**src/rtl/ifu_fetch_pkg.sv**
```systemverilog
// Shared types and constants for the instruction fetch stage.
// Holds the fetch FSM encoding and default reset vector.
package ifu_fetch_pkg;

    typedef enum logic [1:0] {
        ST_REQ  = 2'd0,
        ST_WAIT = 2'd1,
        ST_HOLD = 2'd2
    } fetch_state_e;

    localparam logic [31:0] RESET_PC_DEFAULT = 32'h8000_0000;
    localparam int          INST_BYTES       = 4;

endpackage

```
**src/rtl/ifu_fetch.sv**
```systemverilog
// Instruction fetch stage: one outstanding word fetch at a time,
// single-entry instruction buffer toward the decoder, redirect support.
module ifu_fetch
    import ifu_fetch_pkg::*;
#(
    parameter int unsigned     XLEN     = 32,
    parameter logic [XLEN-1:0] RESET_PC = XLEN'(RESET_PC_DEFAULT)
) (
    input  logic            clk,
    input  logic            rst,
    output logic            mem_req_valid,
    input  logic            mem_req_ready,
    output logic [XLEN-1:0] mem_req_addr,
    input  logic            mem_resp_valid,
    input  logic [XLEN-1:0] mem_resp_data,
    output logic            inst_valid,
    input  logic            inst_ready,
    output logic [XLEN-1:0] inst,
    output logic [XLEN-1:0] inst_pc,
    input  logic            redirect_valid,
    input  logic [XLEN-1:0] redirect_pc,
    output logic [31:0]     fetch_cnt
);

    fetch_state_e    state_q, state_d;
    logic [XLEN-1:0] pc_q, pc_d;
    logic            drop_q, drop_d;
    logic            inst_valid_q, inst_valid_d;
    logic [XLEN-1:0] inst_q, inst_d;
    logic [XLEN-1:0] inst_pc_q, inst_pc_d;
    logic [31:0]     fetch_cnt_q, fetch_cnt_d;
    logic [XLEN-1:0] target;
    logic            req_fire;

    // Targets are forced to word alignment; low bits are dropped.
    assign target = redirect_pc & ~XLEN'(INST_BYTES - 1);

    // Request is gated by redirect so a stale address is never accepted.
    assign mem_req_valid = (state_q == ST_REQ) & ~redirect_valid & ~rst;
    assign mem_req_addr  = pc_q;
    assign req_fire      = mem_req_valid & mem_req_ready;

    assign inst_valid = inst_valid_q;
    assign inst       = inst_q;
    assign inst_pc    = inst_pc_q;
    assign fetch_cnt  = fetch_cnt_q;

    // Next-state logic for the fetch FSM, PC, buffer and counter.
    always_comb begin
        state_d      = state_q;
        pc_d         = pc_q;
        drop_d       = drop_q;
        inst_valid_d = inst_valid_q;
        inst_d       = inst_q;
        inst_pc_d    = inst_pc_q;
        fetch_cnt_d  = fetch_cnt_q;
        if (inst_valid_q && inst_ready) begin
            fetch_cnt_d = fetch_cnt_q + 32'd1;
        end
        unique case (state_q)
            ST_REQ: begin
                if (redirect_valid) begin
                    pc_d = target;
                end else if (req_fire) begin
                    state_d = ST_WAIT;
                end
            end
            ST_WAIT: begin
                if (mem_resp_valid) begin
                    if (redirect_valid || drop_q) begin
                        drop_d  = 1'b0;
                        state_d = ST_REQ;
                        if (redirect_valid) begin
                            pc_d = target;
                        end
                    end else begin
                        inst_d       = mem_resp_data;
                        inst_pc_d    = pc_q;
                        inst_valid_d = 1'b1;
                        state_d      = ST_HOLD;
                    end
                end else if (redirect_valid) begin
                    pc_d   = target;
                    drop_d = 1'b1;
                end
            end
            ST_HOLD: begin
                if (redirect_valid) begin
                    inst_valid_d = 1'b0;
                    pc_d         = target;
                    state_d      = ST_REQ;
                end else if (inst_ready) begin
                    inst_valid_d = 1'b0;
                    pc_d         = pc_q + XLEN'(INST_BYTES);
                    state_d      = ST_REQ;
                end
            end
            default: begin
                state_d = ST_REQ;
            end
        endcase
    end

    // State registers with synchronous reset.
    always_ff @(posedge clk) begin
        if (rst) begin
            state_q      <= ST_REQ;
            pc_q         <= RESET_PC;
            drop_q       <= 1'b0;
            inst_valid_q <= 1'b0;
            inst_q       <= '0;
            inst_pc_q    <= RESET_PC;
            fetch_cnt_q  <= '0;
        end else begin
            state_q      <= state_d;
            pc_q         <= pc_d;
            drop_q       <= drop_d;
            inst_valid_q <= inst_valid_d;
            inst_q       <= inst_d;
            inst_pc_q    <= inst_pc_d;
            fetch_cnt_q  <= fetch_cnt_d;
        end
    end

endmodule
```
**config.mk**
```make
export PLATFORM = sky130hd
export DESIGN_NAME = ifu_fetch
export DESIGN_NICKNAME = d
export VERILOG_FILES = /design/src/rtl/ifu_fetch_pkg.sv /design/src/rtl/ifu_fetch.sv
export SDC_FILE = /design/constraint.sdc
export NUM_CORES = 1
export LEC_CHECK = 0
export CORE_ASPECT_RATIO = 2
export CORE_UTILIZATION = 40
export DETAILED_ROUTE_END_ITERATION = 6
export PLACE_DENSITY = 0.71
export SLEW_MARGIN = 20
export SYNTH_ARGS = -nofsm -noshare
export SYNTH_HDL_FRONTEND = slang
export SYNTH_SLANG_ARGS = --single-unit
```
**constraint.sdc**
```tcl
create_clock -name clk -period 2.3 [get_ports clk]
set_clock_uncertainty 0.05 [all_clocks]
set_input_delay 0.23 -clock clk [delete_from_list [all_inputs] [get_ports clk]]
set_output_delay 0.23 -clock clk [all_outputs]
set_load 0.1 [all_outputs]
```
==> flow_metrics.tcl, run 1 <==
set metrics [dict create \
    status "finished, final reports clean" \
    cts_tree "built" \
    critical_path_arrival_ns 2.35 \
    initial_core_util 0.407 \
    path_max_fanout 9 \
    fillers 1335 \
    synth_top_area_share 0.427 \
    worstMarginPinSlew_ns 0.663 \
    cp.required_ns 2.52 \
    path_clk_slew_ns 0.06 \
    max-clock-path-buffers 2 \
    viasPerCell 5.49 \
    core_area_mm2 0.0147 \
    rows 63 \
    cts_setup_buffers 0 \
    synthCells 772 \
    final_common_cell "buf_4" \
    postCtsResizedCells 0 \
    crit_path_end_kind "register" \
    worstSkewPairLatency_ns 0.42 \
    cts_buffers 17 \
    vias 6422 \
    fin_crit_sh 0.926 \
    post_drt_wl_per_cell_um 16.6 \
    final_area_mm2 0.00864 \
    drive_gt1_frac 0.262 \
    grt_pass1_vias 5908 \
    path_cells "ha_1 > and3_1 > nand4_1 > buf_4 > o311ai_0 > o221ai_1" \
    multiInputGateArea_mm2 0.00316 \
    seq_area_mm2 0.00265 \
    cp-start-kind "register" \
    setup_violations 0 \
    drt_iter0_drc 292 \
    critPathKind "reg -> reg" \
    placed_cells 1138 \
    post_dp_cell_area_mm2 0.00806 \
    rsz0062_at_grt "false" \
    areaGrowthSynthToFinish_pct 43.9 \
    async_flop_share 0 \
    synth_flop_cell "dfxtp_1" \
    maxCapViolCount 0 \
    cts_sinks 128 \
    antenna_found_initial 0 \
    synth_area_leaders "dfxtp_1, nand2_1, a21oi_1" \
    pwr_density_cell_mw_per_mm2 673 \
    layout_min_cycle_time_ns 2.13 \
    vdd_drop_max_uv 526 \
    relSlewSlack 0.558 \
    postCtsHoldBufs 0 \
    grt_overflow_total 0 \
    yosys_warnings 0 \
    fin_cells 1170 \
    synth_edf_count 0 \
    yosysUniqueCellTypes 64 \
    ant_nets 0 \
    ys_ff_latch 128 \
    gr-usage-all-layers 0.251 \
    nets 1034 \
    p_leak_nw 3.16 \
    routed_wl_um 19400 \
    fmax_mhz 470 \
    root_buffer "clkbuf_16" \
    remaining_drc_errors 0 \
    slew_viol_final 0 \
    yosysTopAreaCell "dfxtp_1" \
    die_x_um 88.6 \
    io_buffers 193 \
    grt_pass1_wl_um 30000 \
    cts-htree-levels 4 \
    mostFrequentLayoutCells "buf_4, nand2_1, a21oi_1, dfxtp_1, clkdlybuf4s50_1" \
    grt_start_max_net_pins 134 \
    globalplace.congestion 0.872 \
    yosysSeqAreaShare 0.427 \
    synth_area_mm2 0.00600 \
    dp_hpwl_um 13400 \
    cpPeakStageDelay_ns 0.39 \
    die-area_mm2 0.0155 \
    crit_path_top_delay_cell "dfxtp_4" \
    ios 200 \
    hp-class "in -> reg" \
    synth.avg_cell_area_um2 7.77 \
    die_height_um 175 \
    hold_viol_final 0 \
    drt-pass1-iter-count 4 \
    diodes 0 \
]
-- path summary, 6_finish.rpt --
check / start / to / slack [ns] / depth (start not counted)
setup / recovery: mem_req_addr[2] / mem_req_addr[26] / 0.17 / 6
hold reg to reg: inst[15] / inst[15] / 0.40 / 2
hold / removal: rst / mem_req_addr[18] / 0.21 / 4
setup reg to reg: mem_req_addr[2] / mem_req_addr[26] / 0.17 / 6
-- state kept, by name, summed over array words and instances, names as in the netlist --
signal,count
fetch_cnt,32
inst,32
inst_pc,30
mem_req_addr,30
state_q,2
drop_q,1
inst_valid,1
-- synth_stat cells (all sizes together), types with 2 or more instances --
| library cell | count |
|---|---|
| o21ai | 25 |
| a21o | 2 |
| o311ai | 4 |
| and2 | 10 |
| mux2i | 3 |
| and3 | 7 |
| or4 | 17 |
| o32ai | 5 |
| xor2 | 2 |
| nand4b | 2 |
| nand3b | 5 |
| clkbuf | 51 |
| inv | 14 |
| o31a | 3 |
| nor3b | 3 |
| a21oi | 99 |
| buf | 13 |
| nand4 | 22 |
| o31ai | 13 |
| a22oi | 2 |
| or3b | 2 |
| a21boi | 7 |
| ha | 2 |
| and4 | 7 |
| o211ai | 7 |
| a311oi | 4 |
| nand2 | 155 |
| dfxtp | 128 |
| nor4 | 13 |
| or3 | 16 |
| nor3 | 18 |
| nand2b | 3 |
| nand3 | 29 |
| nor2 | 30 |
| a211oi | 8 |
| a31oi | 13 |
| xnor2 | 8 |
-- routing by layer --
layer  routed length, µm  up-vias  track usage
met5                   0        -            0
met4                 622        0        0.120
met3                 863       37       0.0477
met2               10500      197        0.460
met1                7400     3018        0.264
li1                    -     3170            -
-- report_power, final --
group | switching [W] | internal, W
Combinational | 0.000565 | 0.000254
Clock | 0.000957 | 0.00169
Sequential | 0.0000817 | 0.00227
Total | 0.00160 | 0.00421
-- cells by family (layout without fill, tap and decap cells) --
| family | count (synthesis) | after routing | share of synthesized area |
|---|---|---|---|
| adder cells (fa/ha/maj) | 2 | 2 | 0.00417 |
| flip-flops | 128 | 128 | 0.427 |
| AND/OR/NAND/NOR | 343 | 343 | 0.284 |
| multiplexers | 3 | 3 | 0.00500 |
| XOR/XNOR | 10 | 10 | 0.0146 |
| AO/OA/AOI/OAI | 207 | 207 | 0.212 |
| buffers and inverters | 78 | 278 | 0.0527 |
| other | 1 | 4 | 0.000625 |
-- critical path, delay by kind of cell (launching register included) --
kind	cells	cell delay, ns
DFF	1	0.39
AOI/OAI and AO/OA	2	0.52
and+or+nand+nor	2	0.51
adders and majority gates	1	0.22
buffers and inverters	1	0.30
-- metrics by stage --
step / setup WS, ns / total power (W) / util / TNS [ns] / hold WS [ns]
2_1_floorplan: 0.00384 / 0.00292 / - / 0 / 0.299
3_3_place_gp: -0.0474 / 0.00321 / 0.547 / -0.0938 / 0.392
3_5_place_dp: -0.0560 / 0.00321 / 0.547 / -0.151 / 0.397
4_1_cts: 0.196 / 0.00587 / 0.586 / 0 / 0.188
5_1_grt: 0.0646 / 0.00600 / 0.586 / 0 / 0.222
6_report: 0.170 / 0.00582 / 0.586 / 0 / 0.210
-- area by class of cell --
cell class                      count  share of cell area
Clock buffer                       28              0.0623
Inverter                           14             0.00608
Multi-Input combinational cell    569               0.365
Clock inverter                      4             0.00521
Timing Repair Buffer              232               0.227
Tap cell                          195              0.0282
Sequential cell                   128               0.306
No activity file was read; power rests on OpenSTA's default activity.
==> run 2: changes to the inputs <==
SLEW_MARGIN = not set   (was 20)
==> results of run 2 <==
The final DEF is identical to that of run 1; final timing and power are the same.
